`src/rtl/bit_deserializer.sv`:
```
// Serial-to-parallel converter: collects WIDTH accepted bits into a word and
// presents it on a valid/ready output, with flush and a saturating word counter.
module bit_deserializer #(
    parameter int unsigned WIDTH     = 8,
    parameter bit          LSB_FIRST = 1'b1
) (
    input  logic                       clk,
    input  logic                       rst_n,
    input  logic                       in_bit,
    input  logic                       in_valid,
    output logic                       in_ready,
    input  logic                       flush,
    output logic [WIDTH-1:0]           out_data,
    output logic                       out_valid,
    input  logic                       out_ready,
    output logic [$clog2(WIDTH)-1:0]   bit_cnt,
    output logic [15:0]                word_cnt
);

    localparam int unsigned CW     = $clog2(WIDTH);
    localparam logic [CW-1:0] LAST = CW'(WIDTH - 1);
    localparam logic [15:0] WC_MAX = 16'hFFFF;

    typedef enum logic {
        EMPTY = 1'b0,
        HOLD  = 1'b1
    } state_t;

    state_t             state_q;
    state_t             state_d;
    logic [WIDTH-2:0]   sr;
    logic [WIDTH-2:0]   sr_d;
    logic [WIDTH-1:0]   word_c;
    logic [CW-1:0]      pos;
    logic               accept;
    logic               complete;
    logic               consume;

    // Handshake decode; the last bit of a word stalls only while an unconsumed word blocks it
    always_comb begin
        in_ready = !flush && !((bit_cnt == LAST) && out_valid && !out_ready);
        accept   = in_valid && in_ready;
        complete = accept && (bit_cnt == LAST);
        consume  = out_valid && out_ready;
    end

    // Partial-word storage: sr holds every word bit except the one arriving last
    always_comb begin
        sr_d   = sr;
        pos    = LSB_FIRST ? bit_cnt : (CW'(WIDTH - 2) - bit_cnt);
        word_c = LSB_FIRST ? {in_bit, sr} : {sr, in_bit};
        if (accept && !complete) begin
            for (int unsigned i = 0; i < WIDTH - 1; i++) begin
                if (CW'(i) == pos) begin
                    sr_d[i] = in_bit;
                end
            end
        end
    end

    // Output FSM next-state: a completion always lands in HOLD, a bare consume empties it
    always_comb begin
        state_d = state_q;
        case (state_q)
            EMPTY: begin
                if (complete) begin
                    state_d = HOLD;
                end
            end
            HOLD: begin
                if (complete) begin
                    state_d = HOLD;
                end else if (consume) begin
                    state_d = EMPTY;
                end
            end
            default: state_d = EMPTY;
        endcase
    end

    assign out_valid = (state_q == HOLD);

    // FSM state register
    always_ff @(posedge clk or negedge rst_n) begin
        if (!rst_n) begin
            state_q <= EMPTY;
        end else begin
            state_q <= state_d;
        end
    end

    // Bit counter and shift register; flush restarts the partial word
    always_ff @(posedge clk or negedge rst_n) begin
        if (!rst_n) begin
            bit_cnt <= '0;
            sr      <= '0;
        end else begin
            sr <= sr_d;
            if (flush) begin
                bit_cnt <= '0;
            end else if (accept) begin
                bit_cnt <= complete ? '0 : bit_cnt + CW'(1);
            end
        end
    end

    // Output word register, loaded on the edge that accepts the final bit
    always_ff @(posedge clk or negedge rst_n) begin
        if (!rst_n) begin
            out_data <= '0;
        end else if (complete) begin
            out_data <= word_c;
        end
    end

    // Delivered-word counter, saturating at all ones
    always_ff @(posedge clk or negedge rst_n) begin
        if (!rst_n) begin
            word_cnt <= '0;
        end else if (consume && (word_cnt != WC_MAX)) begin
            word_cnt <= word_cnt + 16'd1;
        end
    end

endmodule

```
`config.mk`:
```
export PLATFORM = sky130hd
export DESIGN_NAME = bit_deserializer
export DESIGN_NICKNAME = d
export VERILOG_FILES = /design/src/rtl/bit_deserializer.sv
export SDC_FILE = /design/constraint.sdc
export NUM_CORES = 1
export LEC_CHECK = 0
export ABC_AREA = 0
export BUFFER_PORTS_ARGS = -buffer_cell sky130_fd_sc_hd__buf_2
export CORE_ASPECT_RATIO = 0.8
export CORE_UTILIZATION = 53
export CTS_CLUSTER_SIZE = 40
export DETAILED_ROUTE_END_ITERATION = 10
export PLACE_DENSITY = 0.85
export SLEW_MARGIN = 20
export SYNTH_ARGS = -nofsm -noshare
export SYNTH_HDL_FRONTEND = slang
export SYNTH_SLANG_ARGS = --single-unit
```
`constraint.sdc`:
```
create_clock -name clk -period 2.82 [get_ports clk]
set_clock_uncertainty 0.05 [all_clocks]
set_input_delay 0.282 -clock clk [delete_from_list [all_inputs] [get_ports clk]]
set_output_delay 0.282 -clock clk [all_outputs]
set_load 0.01 [all_outputs]
```
==> results of run 1 <==
==> placed cells by master, fill, tap and decap left out, drive strengths merged <==
cell and instances:
nand2b 1, ha 7, and4 1, nand3 5, and3 2, o21ai 2, and3b 1, nor3b 1
or3b 1, nor3 1, dfrtp 35, buf 34, o41a 1, nand4b 1, bufinv 2, mux2 17
nand4 8, xnor2 11, clkbuf 6, xor2 4, and2 3, nand3b 1, nand2 13, nor4 2
nor2 7, or2 1, mux2i 1, inv 5
==> where the power goes <==
part | total, mW | switching, mW | internal [mW]
combinational | 0.0735 | 0.0374 | 0.0361
sequential | 0.549 | 0.0195 | 0.529
clock | 0.527 | 0.174 | 0.353
total | 1.15 | 0.231 | 0.918
==> routing by layer <==
layer	up-vias	routed length [um]
met4	0	31
li1	541	-
met5	-	0
met3	4	145
met1	555	1400
met2	29	1350
==> through the flow <==
| stage | power (mW) | hold WS [ps] | utilization |
|---|---|---|---|
| 2_1_floorplan | 0.596 | -63.6 | - |
| 3_3_place_gp | 0.626 | 329 | 0.647 |
| 3_5_place_dp | 0.634 | 343 | 0.647 |
| 4_1_cts | 1.16 | 32.1 | 0.694 |
| 5_1_grt | 1.20 | 60.8 | 0.694 |
| 6_report | 1.15 | 1.61 | 0.694 |
==> final timing paths <==
kind                         startpoint            to  depth (start not counted)
hold reg to reg            word_cnt[15]  word_cnt[15]                          1
min in group clk              out_ready     out_valid                          2
setup reg to reg             bit_cnt[0]   out_data[4]                          6
max in group asynchronous         rst_n   word_cnt[6]                          1
setup / recovery             bit_cnt[0]   out_data[4]                          6
hold / removal                    rst_n   out_data[0]                          1
==> worst register-to-register path: stages (launching register included) <==
cell,delay (ps)
dfrtp_1,430
ha_1,250
ha_1,230
and3b_1,210
or3b_1,440
or2_1,440
mux2_4,370
==> cells by family (layout without fill, tap and decap cells) <==
| group | Yosys count | after routing | share of synthesized area |
|---|---|---|---|
| AND/OR/NAND/NOR | 49 | 49 | 0.159 |
| AO/OA/AOI/OAI | 3 | 3 | 0.0129 |
| multiplexers | 18 | 18 | 0.140 |
| XOR/XNOR | 15 | 15 | 0.0797 |
| buffers and inverters | 8 | 47 | 0.0235 |
| adder cells (fa/ha/maj) | 7 | 7 | 0.0531 |
| flip-flops | 35 | 35 | 0.532 |
==> layout make-up <==
cell class	count	area (um^2)	share of cell area
inverters	5	18.8	0.00949
clock buffers	6	72.6	0.0367
well taps	38	47.5	0.0240
repair buffers	34	170	0.0860
multi-input cells	92	733	0.371
flip-flops and latches	35	876	0.443
clock inverters	2	60.1	0.0304
==> state kept, by name, indices dropped and copies added, names as in the netlist <==
register and cells:
bit_cnt 3, word_cnt 16, out_valid 1, sr 7
out_data 8
==> impl_metrics.csv, run 1 <==
group,metric,value,unit
placement,dp.cells,204,
global_routing,grt_pass1_vias,1104,
min_path,min_path_type,"input pin to asynchronous set/reset pin",
clock_tree,clockBufferDepth,2,
clock_tree,cts.clk_slew.worst_paths,70,ps
pwr,max-vdd-ir-drop,0.435,mV
die,io_pins,35,
clock_tree,numCtsBuffers,5,
die,die-area,0.00334,mm^2
global_routing,grt_usage,0.213,
placement,place_congestion,0.886,
final_layout,area_growth,20.0,%
final_layout,fin_area,0.00198,mm^2
synthesis,ys_seq_area_frac,0.532,
global_routing,grt_pass1_wl,5170,um
placement,dp_hpwl,2200,um
clock_tree,post_cts_buffers,0,
synthesis,synth_cells,135,
pwr,p_leak,1.04,nW
setup_path,path_class,"flop to flop",
final_layout,fillCellCount,210,
setup_path,critical-path-top-delay-family,"simple AND/OR/NAND/NOR gates",
die,rows,17,
global_routing,grtUsageMet2,0.321,
clock_tree,cts_tree,"done",
synthesis,synth_top_area_cell,"dfrtp_1",
synthesis,synthFlopType,"dfrtp_1",
route,wl,2930,um
route,wl_per_cell,13.8,um
sta,post-route-period-util,0.896,
setup_path,critPathSlowestCell,"or3b_1",
sta,setup_viol,0,
route,ant_nets,0,
global_routing,grt_antenna_before_repair,0,
global_routing,use_met3,0.0724,
die,fp.coreArea,0.00285,mm^2
synthesis,syn_area_per_cell,12.2,um^2
final_layout,drive_gt1_frac,0.333,
global_routing,grt.overflow.total,0,
synthesis,ys_ff_latch,35,
synthesis,synth_nets,148,
global_routing,top_usage_layer,"met2",
final_layout,finalNonFillerCells,212,
setup_path,start_kind,"flop",
sta,drv_slew,0,
synthesis,synthDistinctLibCells,29,
sta,worst_slew_pin_slew,736,ps
sta,rsz0062_at_grt,"no",
status,outcome,"complete, no violations",
die,fp.dieH,51.9,um
sta,finalCriticalPeriod,2530,ps
die,start_util,0.578,
synthesis,yosysMostFrequentCell,"dfrtp_1",
placement,placed_area,0.00185,mm^2
setup_path,cp_max_fo,9,
setup_path,cp.buffers_inverters,0,
clock_tree,clock-root-buffer,"clkbuf_8",
flow_run,maxCapViolations,0,
sta,setup_tns,0,ps
clock_tree,h-tree-depth,2,
route,drc,0,
final_layout,fin_nets,186,
synthesis,netlist_top_cells_count,"35 x dfrtp_1, 13 x nand2_1, 11 x xnor2_1, 9 x mux2_2",
synthesis,async_reset_ff_frac,1.00,
synthesis,ys_top_cells_by_area,"dfrtp_1 53%, mux2_4 7.3%, mux2_2 6.2%, xnor2_1 5.8%, ha_1 5.3%",
final_layout,n_antenna_cell,0,
sta,slew-limit-headroom,0.509,
sta,worst_slack,292,ps
setup_path,cp-end-kind,"flop",
synthesis,synth_enable_flop_cells,0,
clock_tree,hold_buffers,0,
setup_path,cp.required,2950,ps
route,via_count,1129,
synthesis,ys_warn_count,0,
sta,max_freq,0.396,GHz
setup_path,crit_chain,"ha_1 -> ha_1 -> and3b_1 -> or3b_1 -> or2_1 -> mux2_4",
setup_path,r2r_slack,290,ps
sta,hold_viol_final,0,
pwr,p_per_area,581,mW/mm^2
setup_path,cpMostUsedCell,"ha_1",
die,die_x,64.3,um
setup_path,slowest_delay,440,ps
synthesis,synth_top_area_frac,0.532,
route,dr.pass1.iters,4,
placement,dp_slack,306,ps
clock_tree,clk_latency,290,ps
clock_tree,clock_sinks,35,
clock_tree,cts_resized,0,
route,drt-initial-drc-count,68,
global_routing,grt_max_degree,36,
global_routing,grtUsageMet1,0.291,
placement,io_buffers,34,
setup_path,critical_path_arrival,2650,ps
synthesis,synth.cell_area,0.00165,mm^2
route,routed_via_density,5.33,
(Power assumes the default switching activity.)
==> inputs of run 2 (changes only) <==
--- a/config.mk
+++ b/config.mk
@@ -11,7 +11,7 @@
 export CORE_UTILIZATION = 53
 export CTS_CLUSTER_SIZE = 40
 export DETAILED_ROUTE_END_ITERATION = 10
-export PLACE_DENSITY = 0.85
+export PLACE_DENSITY = 0.78
 export SLEW_MARGIN = 20
 export SYNTH_ARGS = -nofsm -noshare
 export SYNTH_HDL_FRONTEND = slang
==> impl_metrics.csv, run 2 (synthesized netlist as in run 1, its figures left out) <==
group,metric,value,unit
route,ant_nets,0,
min_path,min_path_type,"input pin to asynchronous set/reset pin",
sta,hold_viol_final,0,
final_layout,area_growth,17.3,%
placement,dp_hpwl,2250,um
clock_tree,hold_buffers,0,
sta,worst_slew_pin_slew,751,ps
die,io_pins,35,
die,fp.dieH,51.9,um
die,die_x,64.3,um
setup_path,cp.buffers_inverters,0,
clock_tree,numCtsBuffers,5,
clock_tree,cts_tree,"done",
placement,place_congestion,0.780,
clock_tree,cts_resized,0,
placement,io_buffers,34,
placement,dp.cells,204,
sta,slew-limit-headroom,0.500,
global_routing,grt_antenna_before_repair,0,
setup_path,slowest_delay,440,ps
setup_path,critical-path-top-delay-family,"simple AND/OR/NAND/NOR gates",
setup_path,r2r_slack,280,ps
global_routing,grt_pass1_wl,5310,um
final_layout,fin_area,0.00193,mm^2
pwr,p_leak,1.02,nW
die,rows,17,
setup_path,crit_chain,"ha_1 -> ha_1 -> and3b_1 -> or3b_1 -> or2_1 -> mux2_4",
clock_tree,post_cts_buffers,0,
status,outcome,"complete, no violations",
clock_tree,clockBufferDepth,2,
clock_tree,h-tree-depth,2,
sta,setup_viol,0,
route,wl_per_cell,14.3,um
setup_path,cp_max_fo,9,
setup_path,cp.required,2940,ps
setup_path,cpMostUsedCell,"ha_1",
global_routing,grt_max_degree,36,
setup_path,r2r_cells,6,
final_layout,largest_reg_flops,16,
clock_tree,cts.clk_slew.worst_paths,60,ps
setup_path,critical_path_arrival,2660,ps
clock_tree,clock_sinks,35,
pwr,max-vdd-ir-drop,0.386,mV
die,fp.coreArea,0.00285,mm^2
route,drt-initial-drc-count,68,
final_layout,largestRegisters,"word_cnt: 16 flops, out_data: 8 flops, sr: 7 flops",
setup_path,cp-end-kind,"flop",
final_layout,drive_gt1_frac,0.335,
final_layout,layout_common_cells,"35 x dfrtp_1, 34 x buf_2, 13 x nand2_1, 11 x xnor2_1, 9 x mux2_2",
sta,finalCriticalPeriod,2540,ps
route,routed_via_density,5.40,
clock_tree,clk_latency,280,ps
global_routing,grt.overflow.total,0,
route,wl,3010,um
final_layout,n_antenna_cell,0,
route,drc,0,
global_routing,grt_usage,0.221,
final_layout,layout_commonest_cell,"dfrtp_1",
setup_path,start_kind,"flop",
sta,drv_slew,0,
die,start_util,0.578,
setup_path,timing.rr.start,"bit_cnt[0]",
flow_run,maxCapViolations,0,
final_layout,fin_nets,186,
final_layout,final_core_util,0.678,
sta,hold_ws,15.3,ps
route,dr.pass1.iters,4,
pwr,p_per_area,506,mW/mm^2
final_layout,regMostFlops,"word_cnt",
sta,post-route-period-util,0.901,
setup_path,critPathSlowestCell,"or2_1",
route,via_count,1140,
final_layout,finalNonFillerCells,211,
sta,setup_tns,0,ps
sta,rsz0062_at_grt,"no",
setup_path,r2r-end,"out_data[2]",
die,die-area,0.00334,mm^2
global_routing,grt_pass1_vias,1147,
clock_tree,clock-root-buffer,"clkbuf_8",
sta,max_freq,0.393,GHz
placement,placed_area,0.00185,mm^2
setup_path,path_class,"flop to flop",
[run 2: cell types whose count changed in the layout (fill, tap and decap cells not counted)]
cell / previous run / this run
clkbuf_1: 1 / 0
bufinv_16: 2 / 0
clkinv_2: 0 / 1
clkbuf_8: 5 / 6
[run 2: stage by stage]
| step | setup slack [ps] | total power [mW] |
|---|---|---|
| floorplan | 460 | 0.596 |
| global placement | 402 | 0.625 |
| detailed placement | 296 | 0.633 |
| CTS | 284 | 0.989 |
| global route | 156 | 1.02 |
| finish | 278 | 0.977 |
[run 2: worst max path at each step]
stage                     from     endpoint  slack (ps)  cells after the start
floorplan           bit_cnt[0]  out_data[0]         460                      8
global placement    bit_cnt[0]  out_data[4]         400                      6
detailed placement  bit_cnt[0]  out_data[7]         300                      6
CTS                 bit_cnt[0]  out_data[5]         280                      6
global route        bit_cnt[0]  out_data[7]         160                      6
finish              bit_cnt[0]  out_data[2]         280                      6
[run 2: cell type report]
| type | instances | area [um^2] |
|---|---|---|
| fillers | 224 | 917 |
| flip-flops and latches | 35 | 876 |
| multi-input cells | 92 | 733 |
| repair buffers | 34 | 170 |
| clock buffers | 6 | 82.6 |
| well taps | 38 | 47.5 |
| inverters | 5 | 18.8 |
| clock inverters | 1 | 5.00 |
[run 2: metal layers]
| metal | up-vias | GRT usage | part of all wire |
|---|---|---|---|
| met1 | 546 | 0.299 | 0.47 |
| met2 | 44 | 0.321 | 0.44 |
| met5 | - | 0 | 0 |
| met4 | 0 | 0.126 | 0.025 |
| li1 | 540 | - | - |
| met3 | 10 | 0.0614 | 0.066 |
[run 2: power breakdown]
part | internal [mW] | switching (mW) | total (mW) | leakage [nW]
registers | 0.529 | 0.0195 | 0.549 | 0.479
clock network | 0.191 | 0.163 | 0.354 | 0.0470
logic | 0.0359 | 0.0381 | 0.0740 | 0.495
[run 2: worst reg2reg max path: cells and delay by family (launching register included)]
kind          cells  cell delay, ps
simple gates      3            1080
fa+ha+maj         2             490
flops             1             430
mux               1             380
